`src/rtl/bram_stream_reader_pkg.sv`:
```
// Shared types and helpers for the BRAM stream reader.
// Imported by the reader top and its FIFO.
package bram_stream_reader_pkg;

    typedef enum logic [1:0] {IDLE, ISSUE, DRAIN} rd_state_e;

    // Slots needed to keep one beat per clock: RAM latency,
    // one capture cycle and one registered output beat.
    function automatic int fifo_depth(input int read_latency);
        return read_latency + 2;
    endfunction

endpackage

```
`src/rtl/bram_reader_fifo.sv`:
```
// Small shift-style FIFO: the head is always entry 0,
// so the stream outputs come straight from a register.
module bram_reader_fifo
    import bram_stream_reader_pkg::*;
#(
    parameter int WIDTH = 33,
    parameter int DEPTH = 4,
    localparam int CW = $clog2(DEPTH + 1)
) (
    input  logic             clock,
    input  logic             rst,
    input  logic             push,
    input  logic [WIDTH-1:0] din,
    input  logic             pop,
    output logic [WIDTH-1:0] head,
    output logic             empty,
    output logic [CW-1:0]    count
);

    logic [WIDTH-1:0] ent [DEPTH];
    logic [WIDTH-1:0] nxt [DEPTH];
    logic [CW-1:0]    wr_idx;

    // A push lands one slot lower when the head leaves in the same cycle.
    assign wr_idx = pop ? count - CW'(1) : count;
    assign head   = ent[0];
    assign empty  = (count == '0);

    // Next contents: shift on pop, then drop the new word in place.
    always_comb begin
        nxt = ent;
        if (pop) begin
            for (int i = 0; i < DEPTH - 1; i++) begin
                nxt[i] = ent[i+1];
            end
        end
        if (push) begin
            for (int i = 0; i < DEPTH; i++) begin
                if (wr_idx == CW'(i)) begin
                    nxt[i] = din;
                end
            end
        end
    end

    // Storage and occupancy registers.
    always_ff @(posedge clock) begin
        if (rst) begin
            for (int i = 0; i < DEPTH; i++) begin
                ent[i] <= '0;
            end
            count <= '0;
        end else begin
            ent <= nxt;
            unique case ({push, pop})
                2'b10:   count <= count + CW'(1);
                2'b01:   count <= count - CW'(1);
                default: count <= count;
            endcase
        end
    end

endmodule

```
`src/rtl/bram_stream_reader.sv`:
```
// Burst read engine: issues pipelined RAM reads under credit
// control and replays the words as a valid/ready stream.
module bram_stream_reader
    import bram_stream_reader_pkg::*;
#(
    parameter int DSIZE = 32,
    parameter int RAM_DEPTH = 1024,
    parameter int READ_LATENCY = 2,
    localparam int ASIZE = $clog2(RAM_DEPTH)
) (
    input  logic             clock,
    input  logic             rst,
    input  logic             cmd_valid,
    output logic             cmd_ready,
    input  logic [ASIZE-1:0] cmd_addr,
    input  logic [ASIZE-1:0] cmd_len,
    output logic             ram_en,
    output logic [ASIZE-1:0] ram_addr,
    output logic             ram_regce,
    output logic             ram_rst,
    input  logic [DSIZE-1:0] ram_dout,
    output logic             axis_tvalid,
    input  logic             axis_tready,
    output logic [DSIZE-1:0] axis_tdata,
    output logic             axis_tlast,
    output logic             busy
);

    localparam int FIFO_DEPTH = fifo_depth(READ_LATENCY);
    localparam int CW = $clog2(FIFO_DEPTH + 1);

    if (READ_LATENCY != 1 && READ_LATENCY != 2) begin : g_bad_latency
        $fatal(1, "bram_stream_reader: READ_LATENCY must be 1 or 2");
    end

    rd_state_e state, nxt_state;

    logic [ASIZE-1:0]        rd_addr;
    logic [ASIZE-1:0]        remain;
    logic [CW-1:0]           inflight;
    logic [CW-1:0]           fifo_count;
    logic [CW:0]             occ;
    logic                    credit_ok;
    logic                    issue;
    logic                    push;
    logic                    pop;
    logic                    fifo_empty;
    logic [READ_LATENCY-1:0] tag_v;
    logic [READ_LATENCY-1:0] tag_l;
    logic [DSIZE:0]          head;

    // Credit counts only registered state, so tready never
    // reaches the RAM enable combinationally.
    assign occ       = {1'b0, inflight} + {1'b0, fifo_count};
    assign credit_ok = occ < (CW+1)'(FIFO_DEPTH);

    assign push        = tag_v[READ_LATENCY-1];
    assign axis_tvalid = !fifo_empty;
    assign pop         = axis_tvalid && axis_tready;
    assign axis_tdata  = head[DSIZE-1:0];
    assign axis_tlast  = head[DSIZE];

    assign ram_en    = issue;
    assign ram_addr  = rd_addr;
    assign ram_regce = 1'b1;
    assign ram_rst   = rst;
    assign busy      = (state != IDLE);

    // State register.
    always_ff @(posedge clock) begin
        if (rst) begin
            state <= IDLE;
        end else begin
            state <= nxt_state;
        end
    end

    // Next state, handshake and read issue.
    always_comb begin
        nxt_state = state;
        cmd_ready = 1'b0;
        issue     = 1'b0;
        unique case (state)
            IDLE: begin
                cmd_ready = 1'b1;
                if (cmd_valid) begin
                    nxt_state = ISSUE;
                end
            end
            ISSUE: begin
                issue = credit_ok;
                if (credit_ok && remain == '0) begin
                    nxt_state = DRAIN;
                end
            end
            DRAIN: begin
                // Leave as the final beat is taken so busy drops next cycle.
                if (inflight == '0 &&
                    (fifo_empty || (fifo_count == CW'(1) && pop))) begin
                    nxt_state = IDLE;
                end
            end
            default: nxt_state = IDLE;
        endcase
    end

    // Burst address and remaining-beat counter; the address wraps
    // at RAM_DEPTH, which need not be a power of two.
    always_ff @(posedge clock) begin
        if (rst) begin
            rd_addr <= '0;
            remain  <= '0;
        end else if (state == IDLE && cmd_valid) begin
            rd_addr <= cmd_addr;
            remain  <= cmd_len;
        end else if (issue) begin
            rd_addr <= (rd_addr == ASIZE'(RAM_DEPTH - 1)) ?
                       '0 : rd_addr + ASIZE'(1);
            remain  <= remain - ASIZE'(1);
        end
    end

    // Tag pipeline tracking which RAM output cycles carry our data.
    always_ff @(posedge clock) begin
        if (rst) begin
            tag_v <= '0;
            tag_l <= '0;
        end else begin
            tag_v[0] <= issue;
            tag_l[0] <= issue && (remain == '0);
            for (int i = 1; i < READ_LATENCY; i++) begin
                tag_v[i] <= tag_v[i-1];
                tag_l[i] <= tag_l[i-1];
            end
        end
    end

    // Reads issued but not yet captured into the FIFO.
    always_ff @(posedge clock) begin
        if (rst) begin
            inflight <= '0;
        end else begin
            unique case ({issue, push})
                2'b10:   inflight <= inflight + CW'(1);
                2'b01:   inflight <= inflight - CW'(1);
                default: inflight <= inflight;
            endcase
        end
    end

    bram_reader_fifo #(
        .WIDTH (DSIZE + 1),
        .DEPTH (FIFO_DEPTH)
    ) u_fifo (
        .clock (clock),
        .rst   (rst),
        .push  (push),
        .din   ({tag_l[READ_LATENCY-1], ram_dout}),
        .pop   (pop),
        .head  (head),
        .empty (fifo_empty),
        .count (fifo_count)
    );

endmodule

```
`config.mk`:
```
export PLATFORM = sky130hd
export DESIGN_NAME = bram_stream_reader
export DESIGN_NICKNAME = d
export VERILOG_FILES = /design/src/rtl/bram_stream_reader_pkg.sv /design/src/rtl/bram_reader_fifo.sv /design/src/rtl/bram_stream_reader.sv
export SDC_FILE = /design/constraint.sdc
export NUM_CORES = 1
export LEC_CHECK = 0
export CELL_PAD_IN_SITES_DETAIL_PLACEMENT = 1
export CELL_PAD_IN_SITES_GLOBAL_PLACEMENT = 2
export CORE_MARGIN = 2
export CORE_UTILIZATION = 35
export CTS_CLUSTER_SIZE = 40
export DETAILED_ROUTE_END_ITERATION = 10
export PLACE_DENSITY_LB_ADDON = 0.1
export SYNTH_ARGS = -nofsm -noshare
export SYNTH_HDL_FRONTEND = slang
export SYNTH_HIERARCHICAL = 1
export SYNTH_SLANG_ARGS = --single-unit
```
`constraint.sdc`:
```
create_clock -name clock -period 3.6 [get_ports clock]
set_clock_uncertainty 0.2 [all_clocks]
set_input_delay 0.54 -clock clock [delete_from_list [all_inputs] [get_ports clock]]
set_output_delay 0.54 -clock clock [all_outputs]
set_load 0.005 [all_outputs]
```
# Word-level counts from Yosys, hierarchy flattened
# Index checks and enable logic that the tools add are counted.
dict set report op_classes {
  addsub 7
  magnitude_cmp 1
  eq_ne 14
  n_mux 20
  n_reduce_logical 19
}
# cell n
set op_table {}
lappend op_table {{132-bit two-way mux} 1}
lappend op_table {{33-bit two-way mux} 4}
lappend op_table {{99-bit two-way mux} 1}
lappend op_table {{10-bit two-way mux} 5}
lappend op_table {{3-bit one-hot mux with 2 select lines} 2}
lappend op_table {{10-bit by 1-bit adder with 10-bit output, second input constant} 1}
lappend op_table {{10-bit equality test, second input constant} 1}
lappend op_table {{10-bit logical NOT} 1}
lappend op_table {{10-bit by 1-bit subtractor with 10-bit output, second input constant} 1}
lappend op_table {{3-bit logical NOT} 3}
lappend op_table {{2-bit nonzero test} 4}
lappend op_table {{3-bit by 1-bit adder with 3-bit output, second input constant} 2}
lappend op_table {{2-bit by 1-bit equality test with 1-bit output, second input constant} 3}
lappend op_table {{2-bit equality test, second input constant} 3}
lappend op_table {{3-bit by 1-bit equality test with 1-bit output, second input constant} 2}
lappend op_table {{3-bit by 2-bit equality test with 1-bit output, second input constant} 2}
lappend op_table {{1-bit logical AND} 6}
lappend op_table {{2-bit two-way mux} 3}
lappend op_table {{2-bit != test, second input constant} 3}
lappend op_table {{2-bit one-hot mux with 3 select lines} 1}
lappend op_table {{3-bit by 1-bit subtractor with 3-bit output, second input constant} 2}
lappend op_table {{3-bit by 3-bit adder with 4-bit output} 1}
lappend op_table {{4-bit by 3-bit < comparator with 1-bit output, second input constant} 1}
lappend op_table {{3-bit two-way mux} 1}
lappend op_table {{6 further kinds} 7}
dict set report word_totals {
  regBits 164
  inputBits 56
  out_inout_bits 49
  word_cells 72
}

# Longest topological paths before layout
dict set report depth {
  word_depth 8
  mapped_depth 12
}

# Hierarchy
# The synthesis kept the hierarchy.
# module n_inst cells_per_inst area_per_inst_um2
set modules_own_cells {}
lappend modules_own_cells {bram_reader_fifo 1 641 6939.2}
lappend modules_own_cells {bram_stream_reader 1 203 1680.4}

# Worst setup path after synthesis
# OpenSTA, ideal clock, no wires.
dict set report synth_path {
  path_type {register to register}
  startpoint {register u_fifo.count[1]}
  endpoint {register inflight[2]}
  setup_ps 70
  arrival_time_ps 2432
  required_time_ps 3330
  setup_slack_ps 897
  stages_incl_launch_ff 11
  path_buffers 1
  cell_sequence {dfxtp_1 ha_1 nand3_1 nand3_1 clkbuf_1 ha_1 inv_1 fa_1 xor2_1 or3_1 a21oi_1}
}
dict set report synth_between {
  elab_chain_len 5
  word_cells_on_any_way 7
  classes_between {add/sub (1); order compare (1); eq/ne (2); mux (2); reduce/logical (1)}
}
# element line_no
set synth_rtl {}
lappend synth_rtl {{start: declaration} bram_reader_fifo.sv:17} ;# output logic [CW-1:0] count
lappend synth_rtl {{start signal: assignment} bram_reader_fifo.sv:56} ;# 2'b10: count <= count + CW'(1);
lappend synth_rtl {{start signal: assignment} bram_reader_fifo.sv:57} ;# 2'b01: count <= count - CW'(1);
lappend synth_rtl {{start signal: assignment} bram_reader_fifo.sv:58} ;# default: count <= count;
lappend synth_rtl {{3-bit by 3-bit adder with 4-bit output *} bram_stream_reader.sv:54} ;# assign occ = {1'b0, inflight} + {1'b0, fifo_count};
lappend synth_rtl {{4-bit by 3-bit < comparator with 1-bit output *} bram_stream_reader.sv:55} ;# assign credit_ok = occ < (CW+1)'(FIFO_DEPTH);
lappend synth_rtl {{1-bit two-way mux *} bram_stream_reader.sv:83} ;# unique case (state)
lappend synth_rtl {{2-bit by 1-bit equality test with 1-bit output / 2-bit equality test (equally long branches)} bram_stream_reader.sv:143} ;# unique case ({issue, push})
lappend synth_rtl {{3-bit one-hot mux with 2 select lines / 2-bit nonzero test (equally long branches)} n/a}
lappend synth_rtl {{end signal: assignment} bram_stream_reader.sv:144} ;# 2'b10: inflight <= inflight + CW'(1);
lappend synth_rtl {{end signal: assignment} bram_stream_reader.sv:145} ;# 2'b01: inflight <= inflight - CW'(1);
lappend synth_rtl {{end signal: assignment} bram_stream_reader.sv:146} ;# default: inflight <= inflight;
lappend synth_rtl {{end: declaration} bram_stream_reader.sv:40} ;# logic [CW-1:0] inflight;
# Every way passes the cells marked *; elsewhere a longest branch is shown, timed or not.
# A chain may end at the register's enable or synchronous reset.

# Worst setup path in the final report
dict set report layout_path {
  startpoint {register u_fifo.count[2]}
  endpoint {output ram_en}
}
dict set report layout_between {
  elab_chain_len 3
}
# element line_no
set layout_rtl {}
lappend layout_rtl {{3-bit by 3-bit adder with 4-bit output} bram_stream_reader.sv:54}
lappend layout_rtl {{4-bit by 3-bit < comparator with 1-bit output} bram_stream_reader.sv:55}
lappend layout_rtl {{1-bit two-way mux} bram_stream_reader.sv:83}
lappend layout_rtl {{end: declaration} bram_stream_reader.sv:17} ;# output logic ram_en,
# Every way passes these cells.

==> results.txt <==
----------------------------------------------------
[Run status]
  Run status ... finished clean

[Clock network]
  Clock Pin Slew Worst Setup and Hold Paths ... 0.06 ns
  CTS buffer count ... 17
  Root Buffer ... sky130_fd_sc_hd__clkbuf_16
  Max H-tree Level ... 4
  TritonCTS clock tree ... yes
  Clock Sink Count ... 164
  Buffer count from post-CTS setup fixing ... 0
  # hold bufs at CTS ... 0
  Maximum clock path buffer count ... 2
  Insertion delay to the later sink of the worst-skew pair ... 0.43 ns
  Number of gates resized after CTS ... 0

[STA]
  Maximum clock rate ... 310 MHz
  Endpoints failing hold ... 0
  Final setup violation count ... 0
  Setup repair after global routing missed its margin ... false
  Worst-Margin Slew ... 0.658 ns
  Setup TNS Final ... 0 ns
  Minimum period implied by the final worst setup slack ... 3.22 ns
  Slew Limit Fails ... 0
  Slew Limit Headroom ... 55.8%
  Final worst path period share ... 89.5%

[Floorplan]
  Cell Rows ... 57
  Die outline area ... 25900 sq um
  Core region area ... 24200 sq um
  X dimension of the die ... 161 um
  Top-level I/O count ... 105
  Initial Utilization ... 35.5%
  Die height ... 161 um

[Setup path]
  Worst-path cell with the longest stage delay ... sky130_fd_sc_hd__dfxtp_1
  Endpoint of the most critical register-to-register path ... u_fifo/ent[8]$_SDFFE_PP0P_
  Cells along the critical path ... ha_1 -> nor3_2 -> buf_4 -> nand3_1 -> buf_4 -> inv_1 -> clkdlybuf4s50_1
  Startpoint Class ... flip-flop
  Cell occurring most often along the worst timing path ... sky130_fd_sc_hd__buf_4
  Stages on the worst setup path ... 7
  Launch instance of the worst register-to-register path ... u_fifo/count[0]$_SDFFE_PP0P_
  Worst path top cell family by delay ... buffers and inverters
  FF-to-FF setup slack ... 0.58 ns
  CP max stage delay ... 0.51 ns
  Setup crit end ... ram_en
  CP bufs+invs ... 4
  Endpoint arrival time on the critical path ... 2.48 ns
  Crit path capture type ... primary output
  Count of cells along the worst register-to-register path ... 8
  Critical path required time ... 2.86 ns
  Critical path type ... flip-flop to primary output
  Critical path peak fanout ... 8
  Worst setup path startpoint ... u_fifo/count[2]$_SDFFE_PP0P_

[Synth]
  Number of flops mapped to enable cells by yosys ... 0
  Top-area cell type share of the netlist area ... 38.1%
  Area of the mapped netlist ... 8620 sq um
  Main area contributors after synthesis ... sky130_fd_sc_hd__dfxtp_1, sky130_fd_sc_hd__mux2i_1, sky130_fd_sc_hd__or2_2, sky130_fd_sc_hd__nand2b_1, sky130_fd_sc_hd__buf_4
  #FFs+latches synth ... 164
  Post-synthesis cell type with the largest combined area ... sky130_fd_sc_hd__dfxtp_1
  Share of synthesized flip-flops with an asynchronous set or reset ... 0%
  Syn_area_per_cell ... 10.2 sq um
  Post-synth top flop ... sky130_fd_sc_hd__dfxtp_1
  Syn_nets ... 911
  Sequential cell area fraction in the yosys report ... 38.1%
  Number of instances in the synthesized netlist ... 844
  Yosys warns ... 6
  Number of different library cells in the post-synthesis netlist ... 66

[Route]
  Vias per Instance ... 4.95
  Number of detailed-routing iterations run before antenna repair ... 4
  DR DRC count ... 0
  Wire per inst ... 16.8 um
  Antenna-violating nets left ... 0
  DR vias ... 6074
  Count of routing violations after the opening detailed-route iteration ... 210
  Drt total wl ... 20.6 mm

[Global routing]
  Global-route met2 utilization ... 28.9%
  Global routing met1 resource utilization ... 20.0%
  Aggregate global routing overflow ... 0
  Total routing usage reported by global routing ... 16.2%
  Met3 usage ... 3.07%
  Global-route wire length before repair ... 34.1 mm
  Largest net degree at the start of global routing ... 110
  Via count of the first global-routing pass ... 6688
  Number of antenna violations at the first check in global routing ... 0
  Most used routing layer ... met2

[Placed design]
  Post-DP HPWL ... 13.1 mm
  GP Congestion ... 0.756
  Port Buffer Count ... 103

[Pwr]
  Total power per unit cell area ... 504 nW/um^2
  Maximum vdd drop ... 0.000258 V
  Power, Total ... 0.00514 W
  Reported leakage power ... 4.01 nW

[Cells and area]
  Total number of nets in the final design ... 958
  Fraction of layout cells with a size suffix above 1 ... 16.8%
  Area Overhead vs Synth ... 18.3%
  Leading cell type in the layout, fill and taps excluded ... sky130_fd_sc_hd__mux2i_1
  Most frequent cells in the layout ... sky130_fd_sc_hd__mux2i_1, sky130_fd_sc_hd__dfxtp_1, sky130_fd_sc_hd__clkdlybuf4s50_1, sky130_fd_sc_hd__or2_2, sky130_fd_sc_hd__nand2b_1
  Antenna Diode Count ... 0

[Flow run]
  Max-cap violations ... 0

[Hold path]
  Path class of the lowest-slack min-delay path ... flip-flop to flip-flop

----------------------------------------------------
per-stage QoR:
step / hold slack (ns) / area [sq um] / utilization [%] / std cells / worst slack (ns)
2_1_floorplan: 0.214 / 8620 / - / 844 / 0.897
3_3_place_gp: 0.223 / 9600 / 39.6 / 1196 / 0.657
3_5_place_dp: 0.228 / 9600 / 39.6 / 1196 / 0.573
4_1_cts: 0.244 / 10200 / 42.1 / 1228 / 0.336
5_1_grt: 0.270 / 10200 / 42.1 / 1228 / 0.218
6_report: 0.242 / 10200 / 42.1 / 1228 / 0.379
where the power goes:
group | internal (W) | switching (W)
combinational | 0.000591 | 0.000655
clock | 0.00107 | 0.000792
sequential | 0.00192 | 0.000113
total | 0.00358 | 0.00156
worst min-delay path by stage:
stage | from | to | slack [ns] | depth (start not counted)
floorplan | tag_l[0]$_SDFF_PP0_ | tag_l[1]$_SDFF_PP0_ | 0.21 | 1
global placement | tag_v[0]$_SDFF_PP0_ | tag_v[1]$_SDFF_PP0_ | 0.22 | 1
detailed placement | tag_v[0]$_SDFF_PP0_ | tag_v[1]$_SDFF_PP0_ | 0.23 | 1
CTS | tag_v[0]$_SDFF_PP0_ | tag_v[1]$_SDFF_PP0_ | 0.24 | 1
global route | tag_v[0]$_SDFF_PP0_ | tag_v[1]$_SDFF_PP0_ | 0.27 | 1
finish | tag_v[0]$_SDFF_PP0_ | tag_v[1]$_SDFF_PP0_ | 0.24 | 1
synth_stat cells (8+ instances only):
cell                       count
sky130_fd_sc_hd__nand2b_1     68
sky130_fd_sc_hd__dfxtp_1     164
sky130_fd_sc_hd__mux2i_1     234
sky130_fd_sc_hd__or2_2        93
sky130_fd_sc_hd__ha_1         10
sky130_fd_sc_hd__nand3_1      10
sky130_fd_sc_hd__nand2_1      11
sky130_fd_sc_hd__nor2_1       17
sky130_fd_sc_hd__o21ai_0      12
sky130_fd_sc_hd__xor2_1        8
sky130_fd_sc_hd__a21oi_1      10
sky130_fd_sc_hd__clkbuf_1     23
sky130_fd_sc_hd__buf_6        16
sky130_fd_sc_hd__inv_1        15
sky130_fd_sc_hd__buf_4        44
kinds of logic after synthesis:
kind of cell	Yosys count	synth area share, %
AOI/OAI and AO/OA	61	5.60
xor gates and xnor gates	10	1.02
adders and majority gates	11	1.68
buffers and inverters	103	7.97
DFF	164	38.1
muxes	234	27.2
other	1	0.0435
and+or+nand+nor	260	18.4
registers in the layout, summed over array words and instances, names as in the netlist:
| signal | flops |
|---|---|
| inflight | 3 |
| ram_addr | 10 |
| remain | 10 |
| state | 2 |
| tag_l | 2 |
| tag_v | 2 |
| u_fifo/count | 3 |
| u_fifo/ent | 99 |
| u_fifo/head | 33 |
per-layer routing:
| metal | wire (um) | share of wire, % |
|---|---|---|
| met2 | 10200 | 50 |
| met3 | 580 | 2.8 |
| met1 | 9590 | 47 |
| met5 | 0 | 0 |
| met4 | 210 | 1.0 |
cell type report:
cell class	count	area, sq um
inverter	15	56.3
clock buffer	20	457
timing repair buffer	116	1190
fill	2677	14000
sequential	164	3280
clock inverter	12	140
tap	324	405
multi-input combinational	577	4670
(Power assumes the default switching activity.)
